--- src/rtl/song_sequencer_pkg.sv ---
// Shared constants for the song sequencer: note ROM word layout,
// FSM state encoding and tempo codes.
package song_sequencer_pkg;

  // Note ROM word layout
  localparam int ROM_W     = 16;
  localparam int END_BIT   = 15;
  localparam int REST_BIT  = 14;
  localparam int LEN_LSB   = 11;
  localparam int LEN_W     = 3;
  localparam int PITCH_LSB = 0;
  localparam int PITCH_W   = 8;

  // Sequencer states
  typedef enum logic [1:0] {
    ST_IDLE   = 2'd0,
    ST_FETCH  = 2'd1,
    ST_DECODE = 2'd2,
    ST_PLAY   = 2'd3
  } state_e;

  // Tempo codes; any code with bit 1 set selects the quarter-length beat
  localparam logic [1:0] TEMPO_X1 = 2'b00;
  localparam logic [1:0] TEMPO_X2 = 2'b01;

endpackage

--- src/rtl/song_sequencer_beat_timer.sv ---
// Beat timer: counts ticks 0..last while enabled and flags the final tick
// of each beat. A load clears the count so every note starts on a fresh beat.
module song_sequencer_beat_timer
  import song_sequencer_pkg::*;
#(
  parameter int TICK_W = 3
) (
  input  logic              clk,
  input  logic              srst,
  input  logic              load,
  input  logic              en,
  input  logic [TICK_W-1:0] last,
  output logic              beat
);

  logic [TICK_W-1:0] tick_q;
  logic [TICK_W-1:0] tick_d;

  // Beat fires on the last tick of the period, only while counting
  assign beat = en && (tick_q == last);

  // Next tick: clear on load, wrap at end of beat, hold while disabled
  always_comb begin
    tick_d = tick_q;
    if (load) begin
      tick_d = '0;
    end else if (en) begin
      tick_d = beat ? '0 : tick_q + 1'b1;
    end
  end

  // Tick register
  always_ff @(posedge clk) begin
    if (srst) begin
      tick_q <= '0;
    end else begin
      tick_q <= tick_d;
    end
  end

endmodule

--- src/rtl/song_sequencer.sv ---
// Song sequencer: walks the note ROM, times each note in beats at the
// tempo captured when the note is decoded, and gates the tone generator.
module song_sequencer
  import song_sequencer_pkg::*;
#(
  parameter int ADDR_W     = 8,
  parameter int BEAT_TICKS = 25_000_000
) (
  input  logic              CLOCK_50,
  input  logic              reset,
  input  logic              start,
  input  logic              stop,
  input  logic              pause,
  input  logic              loop_en,
  input  logic [1:0]        tempo,
  output logic [ADDR_W-1:0] rom_addr,
  input  logic [ROM_W-1:0]  rom_data,
  output logic [7:0]        note_code,
  output logic              note_valid,
  output logic              note_start,
  output logic              busy,
  output logic              done
);

  // Tick counter only needs to reach BEAT_TICKS-1; shorter tempos floor
  localparam int TICK_W = $clog2(BEAT_TICKS);
  localparam logic [TICK_W-1:0] LAST_X1 = TICK_W'(BEAT_TICKS - 1);
  localparam logic [TICK_W-1:0] LAST_X2 = TICK_W'((BEAT_TICKS >> 1) - 1);
  localparam logic [TICK_W-1:0] LAST_X4 = TICK_W'((BEAT_TICKS >> 2) - 1);

  state_e              state_q, state_d;
  logic [ADDR_W-1:0]   addr_q, addr_d;
  logic [PITCH_W-1:0]  code_q, code_d;
  logic                valid_q, valid_d;
  logic                nstart_q, nstart_d;
  logic                busy_q, busy_d;
  logic                done_q, done_d;
  logic [LEN_W-1:0]    beats_q, beats_d;
  logic                sound_q, sound_d;
  logic [TICK_W-1:0]   last_q, last_d;

  logic                w_end;
  logic                w_rest;
  logic [LEN_W-1:0]    w_len;
  logic [PITCH_W-1:0]  w_pitch;
  logic                unused_rom_bits;
  logic [TICK_W-1:0]   last_sel;
  logic                timer_load;
  logic                timer_en;
  logic                beat;
  logic                note_over;

  assign w_end           = rom_data[END_BIT];
  assign w_rest          = rom_data[REST_BIT];
  assign w_len           = rom_data[LEN_LSB +: LEN_W];
  assign w_pitch         = rom_data[PITCH_LSB +: PITCH_W];
  assign unused_rom_bits = ^rom_data[10:8];

  // The timer is cleared while decoding and only counts in PLAY with pause low
  assign timer_load = (state_q == ST_DECODE);
  assign timer_en   = (state_q == ST_PLAY) && !pause;
  assign note_over  = beat && (beats_q == '0);

  song_sequencer_beat_timer #(
    .TICK_W(TICK_W)
  ) u_beat_timer (
    .clk  (CLOCK_50),
    .srst (reset),
    .load (timer_load),
    .en   (timer_en),
    .last (last_q),
    .beat (beat)
  );

  // Map tempo code to the last tick index of a beat
  always_comb begin
    last_sel = LAST_X4;
    if (tempo == TEMPO_X1) begin
      last_sel = LAST_X1;
    end else if (tempo == TEMPO_X2) begin
      last_sel = LAST_X2;
    end
  end

  // State register
  always_ff @(posedge CLOCK_50) begin
    if (reset) begin
      state_q <= ST_IDLE;
    end else begin
      state_q <= state_d;
    end
  end

  // Next-state logic; stop aborts from anywhere
  always_comb begin
    state_d = state_q;
    if (stop) begin
      state_d = ST_IDLE;
    end else begin
      case (state_q)
        ST_IDLE:   if (start) state_d = ST_FETCH;
        ST_FETCH:  state_d = ST_DECODE;
        ST_DECODE: begin
          if (w_end) begin
            state_d = (loop_en && (addr_q != '0)) ? ST_FETCH : ST_IDLE;
          end else begin
            state_d = ST_PLAY;
          end
        end
        ST_PLAY:   if (note_over) state_d = (&addr_q) ? ST_IDLE : ST_FETCH;
        default:   state_d = ST_IDLE;
      endcase
    end
  end

  // Output and datapath next values; pulses and gate default low
  always_comb begin
    addr_d   = addr_q;
    code_d   = code_q;
    valid_d  = 1'b0;
    nstart_d = 1'b0;
    done_d   = 1'b0;
    beats_d  = beats_q;
    sound_d  = sound_q;
    last_d   = last_q;
    busy_d   = (state_d != ST_IDLE);
    if (!stop) begin
      case (state_q)
        ST_IDLE: begin
          if (start) addr_d = '0;
        end
        ST_DECODE: begin
          if (w_end) begin
            if (loop_en && (addr_q != '0)) begin
              addr_d = '0;
            end else begin
              done_d = 1'b1;
            end
          end else begin
            code_d   = w_pitch;
            last_d   = last_sel;
            beats_d  = w_len;
            sound_d  = !w_rest;
            valid_d  = !w_rest && !pause;
            nstart_d = !w_rest;
          end
        end
        ST_PLAY: begin
          valid_d = sound_q && !pause;
          if (beat) begin
            if (beats_q == '0) begin
              valid_d = 1'b0;
              if (&addr_q) begin
                done_d = 1'b1;
              end else begin
                addr_d = addr_q + 1'b1;
              end
            end else begin
              beats_d = beats_q - 1'b1;
            end
          end
        end
        default: ;
      endcase
    end
  end

  // Datapath and output registers
  always_ff @(posedge CLOCK_50) begin
    if (reset) begin
      addr_q   <= '0;
      code_q   <= '0;
      valid_q  <= 1'b0;
      nstart_q <= 1'b0;
      busy_q   <= 1'b0;
      done_q   <= 1'b0;
      beats_q  <= '0;
      sound_q  <= 1'b0;
      last_q   <= '0;
    end else begin
      addr_q   <= addr_d;
      code_q   <= code_d;
      valid_q  <= valid_d;
      nstart_q <= nstart_d;
      busy_q   <= busy_d;
      done_q   <= done_d;
      beats_q  <= beats_d;
      sound_q  <= sound_d;
      last_q   <= last_d;
    end
  end

  assign rom_addr   = addr_q;
  assign note_code  = code_q;
  assign note_valid = valid_q;
  assign note_start = nstart_q;
  assign busy       = busy_q;
  assign done       = done_q;

endmodule

--- config.mk ---
export PLATFORM = sky130hd
export DESIGN_NAME = song_sequencer
export DESIGN_NICKNAME = d
export VERILOG_FILES = /design/src/rtl/song_sequencer_pkg.sv /design/src/rtl/song_sequencer_beat_timer.sv /design/src/rtl/song_sequencer.sv
export SDC_FILE = /design/constraint.sdc
export NUM_CORES = 1
export LEC_CHECK = 0
export CORE_MARGIN = 3
export CORE_UTILIZATION = 54
export DETAILED_ROUTE_END_ITERATION = 12
export MAX_ROUTING_LAYER = met4
export PLACE_DENSITY = 0.86
export SKIP_LAST_GASP = 1
export SYNTH_ARGS = -nofsm -noshare
export SYNTH_HDL_FRONTEND = slang
export SYNTH_SLANG_ARGS = --single-unit
--- constraint.sdc ---
create_clock -name CLOCK_50 -period 3.1 [get_ports CLOCK_50]
set_input_delay 0.93 -clock CLOCK_50 [delete_from_list [all_inputs] [get_ports CLOCK_50]]
set_output_delay 0.93 -clock CLOCK_50 [all_outputs]
set_load 0.1 [all_outputs]
# After elaboration in Yosys (flattened, before gate mapping)
# Index checks and enable logic that the tools add are counted.
dict set report word_totals {
  ff_bits 76
  input_bits 24
  out_inout_bits 20
  word_cells 83
}
dict set report op_classes {
  n_addsub 3
  n_eq_ne 13
  n_mux 31
  bitwise_logic 3
  n_reduce_logical 22
}
# op n
set op_table {}
lappend op_table {{$mux 25} 2}
lappend op_table {{$mux 8} 6}
lappend op_table {{$add 25x1->25 const B} 1}
lappend op_table {{$eq 25x25->1} 1}
lappend op_table {{$mux 24} 1}
lappend op_table {{$pmux 8 s3} 1}
lappend op_table {{$reduce_and 8->1} 2}
lappend op_table {{$ne 2x2->1 const B} 6}
lappend op_table {{$mux 1} 10}
lappend op_table {{$mux 3} 3}
lappend op_table {{$add 8x1->8 const B} 1}
lappend op_table {{$mux 2} 4}
lappend op_table {{$pmux 2 s4} 1}
lappend op_table {{$reduce_bool 8->1} 1}
lappend op_table {{$logic_and 1x1->1} 6}
lappend op_table {{$pmux 3 s2} 1}
lappend op_table {{$reduce_and 5->1} 1}
lappend op_table {{$eq 2x1->1 const B} 2}
lappend op_table {{$eq 2x2->1 const B} 2}
lappend op_table {{$logic_not 2->1} 2}
lappend op_table {{$ne 2x1->1 const B} 2}
lappend op_table {{$pmux 1 s2} 2}
lappend op_table {{$reduce_bool 2->1} 2}
lappend op_table {{$reduce_or 2->1} 2}
lappend op_table {{7 further kinds} 10}

# Logic depth before layout (Yosys ltp)
# Gate-level depths: netlist of the first run.
dict set report depth {
  ltp_word 8
  mapped_depth 9
}

# Hierarchy
# From an unflattened synthesis of the first run, not the netlist that was laid out.
dict set report hier_totals {
  hier_cells 365
  hier_area_um2 3144.3
}
# mod n_inst cells_per_inst area_per_inst_um2 seq_area_each_um2
set by_module_without_submodules {}
lappend by_module_without_submodules {song_sequencer 1 198 1649.1 660.6}
lappend by_module_without_submodules {song_sequencer_beat_timer 1 167 1495.2 500.5}

# Worst setup path after synthesis of the first run
# Ideal clock, no wire load.
dict set report synth_timing {
  path_kind {register -> register}
  start {register addr_q[0], in the netlist rom_addr[0]}
  end {register addr_q[6], in the netlist rom_addr[6]}
  setup_time_ps 72
  t_arrival_ps 3040
  t_required_ps 3028
  slack_ps -12
  stages_incl_launch_ff 9
  path_buffers 0
  cell_sequence {dfxtp_1 -> inv_1 -> ha_1 -> or4b_4 -> o41ai_4 -> a2111oi_2 -> nand4_1 -> o21ai_0 -> mux2i_1}
}
dict set report synth_between {
  elab_chain_cells 5
  elab_cells_between_ends 11
}
# item line
set synth_lines {}
lappend synth_lines {{from (decl)} song_sequencer.sv:32} ;# logic [ADDR_W-1:0] addr_q, addr_d;
lappend synth_lines {{from (signal assigned)} song_sequencer.sv:181} ;# addr_q <= addr_d;
lappend synth_lines {{$add 8x1->8} song_sequencer.sv:156} ;# addr_d = addr_q + 1'b1;
lappend synth_lines {{$mux 8} song_sequencer.sv:153} ;# if (&addr_q) begin
lappend synth_lines {{$mux 8} song_sequencer.sv:151} ;# if (beats_q == '0) begin
lappend synth_lines {{$mux 8} song_sequencer.sv:150} ;# if (beat) begin
lappend synth_lines {{$pmux 8 s3} song_sequencer.sv:128} ;# case (state_q)
# Parallel ways exist; a longest one is shown, timed or not. The select of a mux whose other input is x is not followed.
# A chain may end at the register's enable or synchronous reset.

# Worst setup path after layout of the first run
dict set report layout_timing {
  start {input pause}
  end {register addr_q[1], in the netlist rom_addr[1]}
}
dict set report layout_between {
  elab_chain_cells 5
}
# item line
set layout_lines {}
lappend layout_lines {{from (decl)} song_sequencer.sv:13} ;# input logic pause,
lappend layout_lines {{$logic_not 1->1} song_sequencer.sv:61} ;# assign timer_en = (state_q == ST_PLAY) && !pause;
lappend layout_lines {{$logic_and 1x1->1} song_sequencer.sv:61}
lappend layout_lines {{$logic_and 1x1->1} song_sequencer_beat_timer.sv:20} ;# assign beat = en && (tick_q == last);
lappend layout_lines {{$ne 2x2->1 (no source line)} n/a}
lappend layout_lines {{$reduce_and 8->1 (no source line)} n/a}
# Every way passes these cells.

==> results of run 1 <==
## cells in the mapped netlist (all sizes together), types with 4 or more instances
master | count | area, um^2
or3 | 5 | 33.8
inv | 14 | 52.6
ha | 5 | 62.6
o211ai | 5 | 37.5
a211oi | 4 | 30.0
nand4 | 13 | 96.3
nor4 | 11 | 68.8
o21ai | 5 | 25.0
clkbuf | 7 | 26.3
and3 | 6 | 37.5
dfxtp | 58 | 1160
xnor2 | 17 | 149
a21oi | 19 | 106
or4b | 5 | 57.6
nand3 | 17 | 85.1
and4 | 4 | 35.0
xor2 | 13 | 114
nand2 | 44 | 165
a31oi | 5 | 31.3
nor3 | 9 | 45.0
nor2 | 54 | 203
buf | 7 | 38.8
## cell families after synthesis
| group | after synthesis |
|---|---|
| AND/OR/NAND/NOR | 190 |
| multiplexers | 3 |
| adder cells (fa/ha/maj) | 5 |
| flip-flops | 58 |
| XOR/XNOR | 30 |
| AO/OA/AOI/OAI | 52 |
| buffers and inverters | 28 |
## tightest hold or removal path: stages, from the launching register on
cell and delay, ns:
dfxtp_1 0.31, nand2_1 0.05, a21oi_1 0.05
## final timing paths
kind	startpoint	endpoint	cells after the start
hold / removal	note_code[1]	note_code[1]	2
hold reg to reg	note_code[1]	note_code[1]	2
setup reg to reg	rom_addr[0]	rom_addr[5]	9
setup / recovery	pause	rom_addr[1]	7
## layer usage
| layer | vias up | track usage, % | routed length (um) |
|---|---|---|---|
| met4 | 0 | 9.63 | 136 |
| met2 | 80 | 38.3 | 3240 |
| met5 | - | - | 0 |
| met1 | 1322 | 28.6 | 3040 |
| met3 | 15 | 6.95 | 384 |
| li1 | 1399 | - | - |
## layout make-up
type / instances / area [um^2] / share of cell area, %
well taps: 70 / 87.6 / 2.40
clock buffers: 10 / 138 / 3.77
inverters: 14 / 52.6 / 1.44
repair buffers: 52 / 453 / 12.4
flip-flops and latches: 58 / 1160 / 31.9
clock inverters: 6 / 42.5 / 1.17
multi-input cells: 280 / 1710 / 46.9
## power by group
group	total, mW	internal [mW]	switching [mW]	leakage [nW]
clock network	0.625	0.310	0.315	0.0882
registers	0.751	0.748	0.00292	0.468
logic	0.0922	0.0437	0.0485	0.782
## sequential cells by signal, indices dropped and copies added, names as in the netlist
signal,count
beats_q,3
busy,1
done,1
last_q,7
note_code,8
note_start,1
note_valid,1
rom_addr,8
sound_q,1
state_q,2
u_beat_timer.tick_q,25
==> flow_summary.json, run 1 <==
{
  "synth-xor-area-share_pct": 8.79,
  "antenna_found_initial": 0,
  "synth_seq_cells": 58,
  "ant_nets": 0,
  "path_buf_inv": 1,
  "fmax_ghz": 0.356,
  "hold_slack_ns": 0.455,
  "grt_pass1_wl_um": 11800,
  "dp.cells": 474,
  "peakVddDrop_mv": 0.301,
  "cp_slowest_cell": "or4b_4",
  "wire_per_inst_um": 13.9,
  "postSynthCellCount": 366,
  "setup_slack_ns": 0.293,
  "clkTransAtPathRegs_ns": 0.07,
  "cts.sinks": 58,
  "synth_sequential_area_ratio_pct": 38.8,
  "final-max-slew-violation-count": 0,
  "yosys_warnings": 0,
  "arrival_ns": 3.08,
  "cts_root_buf": "clkbuf_8",
  "dieHeight_um": 80.4,
  "post-cts-setup-buffers": 0,
  "synth-main-ff-cell": "dfxtp_1",
  "fin_crit_ns": 2.81,
  "rsz0062_at_grt": "no",
  "p_total_mw": 1.47,
  "critPathLaunchType": "primary input",
  "synth_nets": 395,
  "tightest_slew_ns": 0.751,
  "drive_gt1_share_pct": 14.3,
  "start_util_pct": 57.1,
  "fin_util_pct": 69.6,
  "slew_headroom_pct": 49.5,
  "avgSynthCellArea_um2": 8.17,
  "stdcell_count": 490,
  "p_leak_nw": 1.34,
  "clockBufferDepth": 2,
  "setup_tns_ns": 0,
  "cp_max_fo": 5,
  "power.density_mw_per_mm2": 403,
  "core_mm2": 0.00524,
  "drc_errors": 0,
  "synthAdderAreaFrac_pct": 2.09,
  "cts_resized": 0,
  "crit_type": "primary input to register",
  "grt_use_total_pct": 24.0,
  "drtIter0Drc": 199,
  "overflow": 0,
  "critPathTopFamily": "simple AND/OR/NAND/NOR gates",
  "mostFrequentLayoutCells": "dfxtp_1, nor2_1, nand2_1",
  "grt_pass1_vias": 2715,
  "synth-simple-area-share_pct": 32.8,
  "slowest_delay_ns": 0.52,
  "synth_top_family_by_area": "simple AND/OR/NAND/NOR gates",
  "wirelength_um": 6800,
  "grt_max_degree": 28,
  "design_area_mm2": 0.00365,
  "synth_compound_area_share_pct": 12.6,
  "worstHoldPathType": "register to register",
  "end_kind": "register",
  "dpl_worst_slack_ns": -0.0487,
  "insertion_delay_ns": 0.35,
  "layout_commonest_cell": "dfxtp_1",
  "dieArea_mm2": 0.00647,
  "maxCapViolations": 0,
  "rows": 26,
  "avgViaCountPerCell": 5.75,
  "cts.htree.levels": 3,
  "syn_to_final_growth_pct": 22.0,
  "cts_buffers": 9,
  "fill_cells": 398,
  "path_cells": "clkdlybuf4s50_1, and3b_1, nand2_1, or4b_4, or2_1, or3_1, a31oi_1",
  "synth_cell_types": 52,
  "hold_buffers": 0,
  "dr.pass1.iters": 4,
  "port_buffers": 40,
  "skew_ns": 0.0113,
  "hold_violations": 0,
  "setup_viol": 0,
  "post_dp_cell_area_mm2": 0.00347,
  "synth.area.mux_share_pct": 1.00,
  "synth_area_mm2": 0.00299,
  "final_nets": 444,
  "cts_tree": "yes",
  "pin_count": 44,
  "gp_congestion": 0.899,
  "dp_hpwl_um": 4830,
  "r2r_slack_ns": 0.48,
  "status": "complete, no violations",
  "chipWidth_um": 80.4,
  "synth_enable_flop_cells": 0,
  "diodes": 0,
  "vias": 2816,
  "synthArstFlopShare_pct": 0,
  "required_ns": 3.37,
  "period_share_pct": 90.6
}
Power figures use the tool's default switching activity.
==> run 2: changes to the inputs <==
--- a/config.mk
+++ b/config.mk
@@ -10,7 +10,6 @@
 export DETAILED_ROUTE_END_ITERATION = 12
 export MAX_ROUTING_LAYER = met4
 export PLACE_DENSITY = 0.86
-export SKIP_LAST_GASP = 1
 export SYNTH_ARGS = -nofsm -noshare
 export SYNTH_HDL_FRONTEND = slang
 export SYNTH_SLANG_ARGS = --single-unit
==> results of run 2 <==
The final DEF is identical to that of run 1; final timing and power are the same.
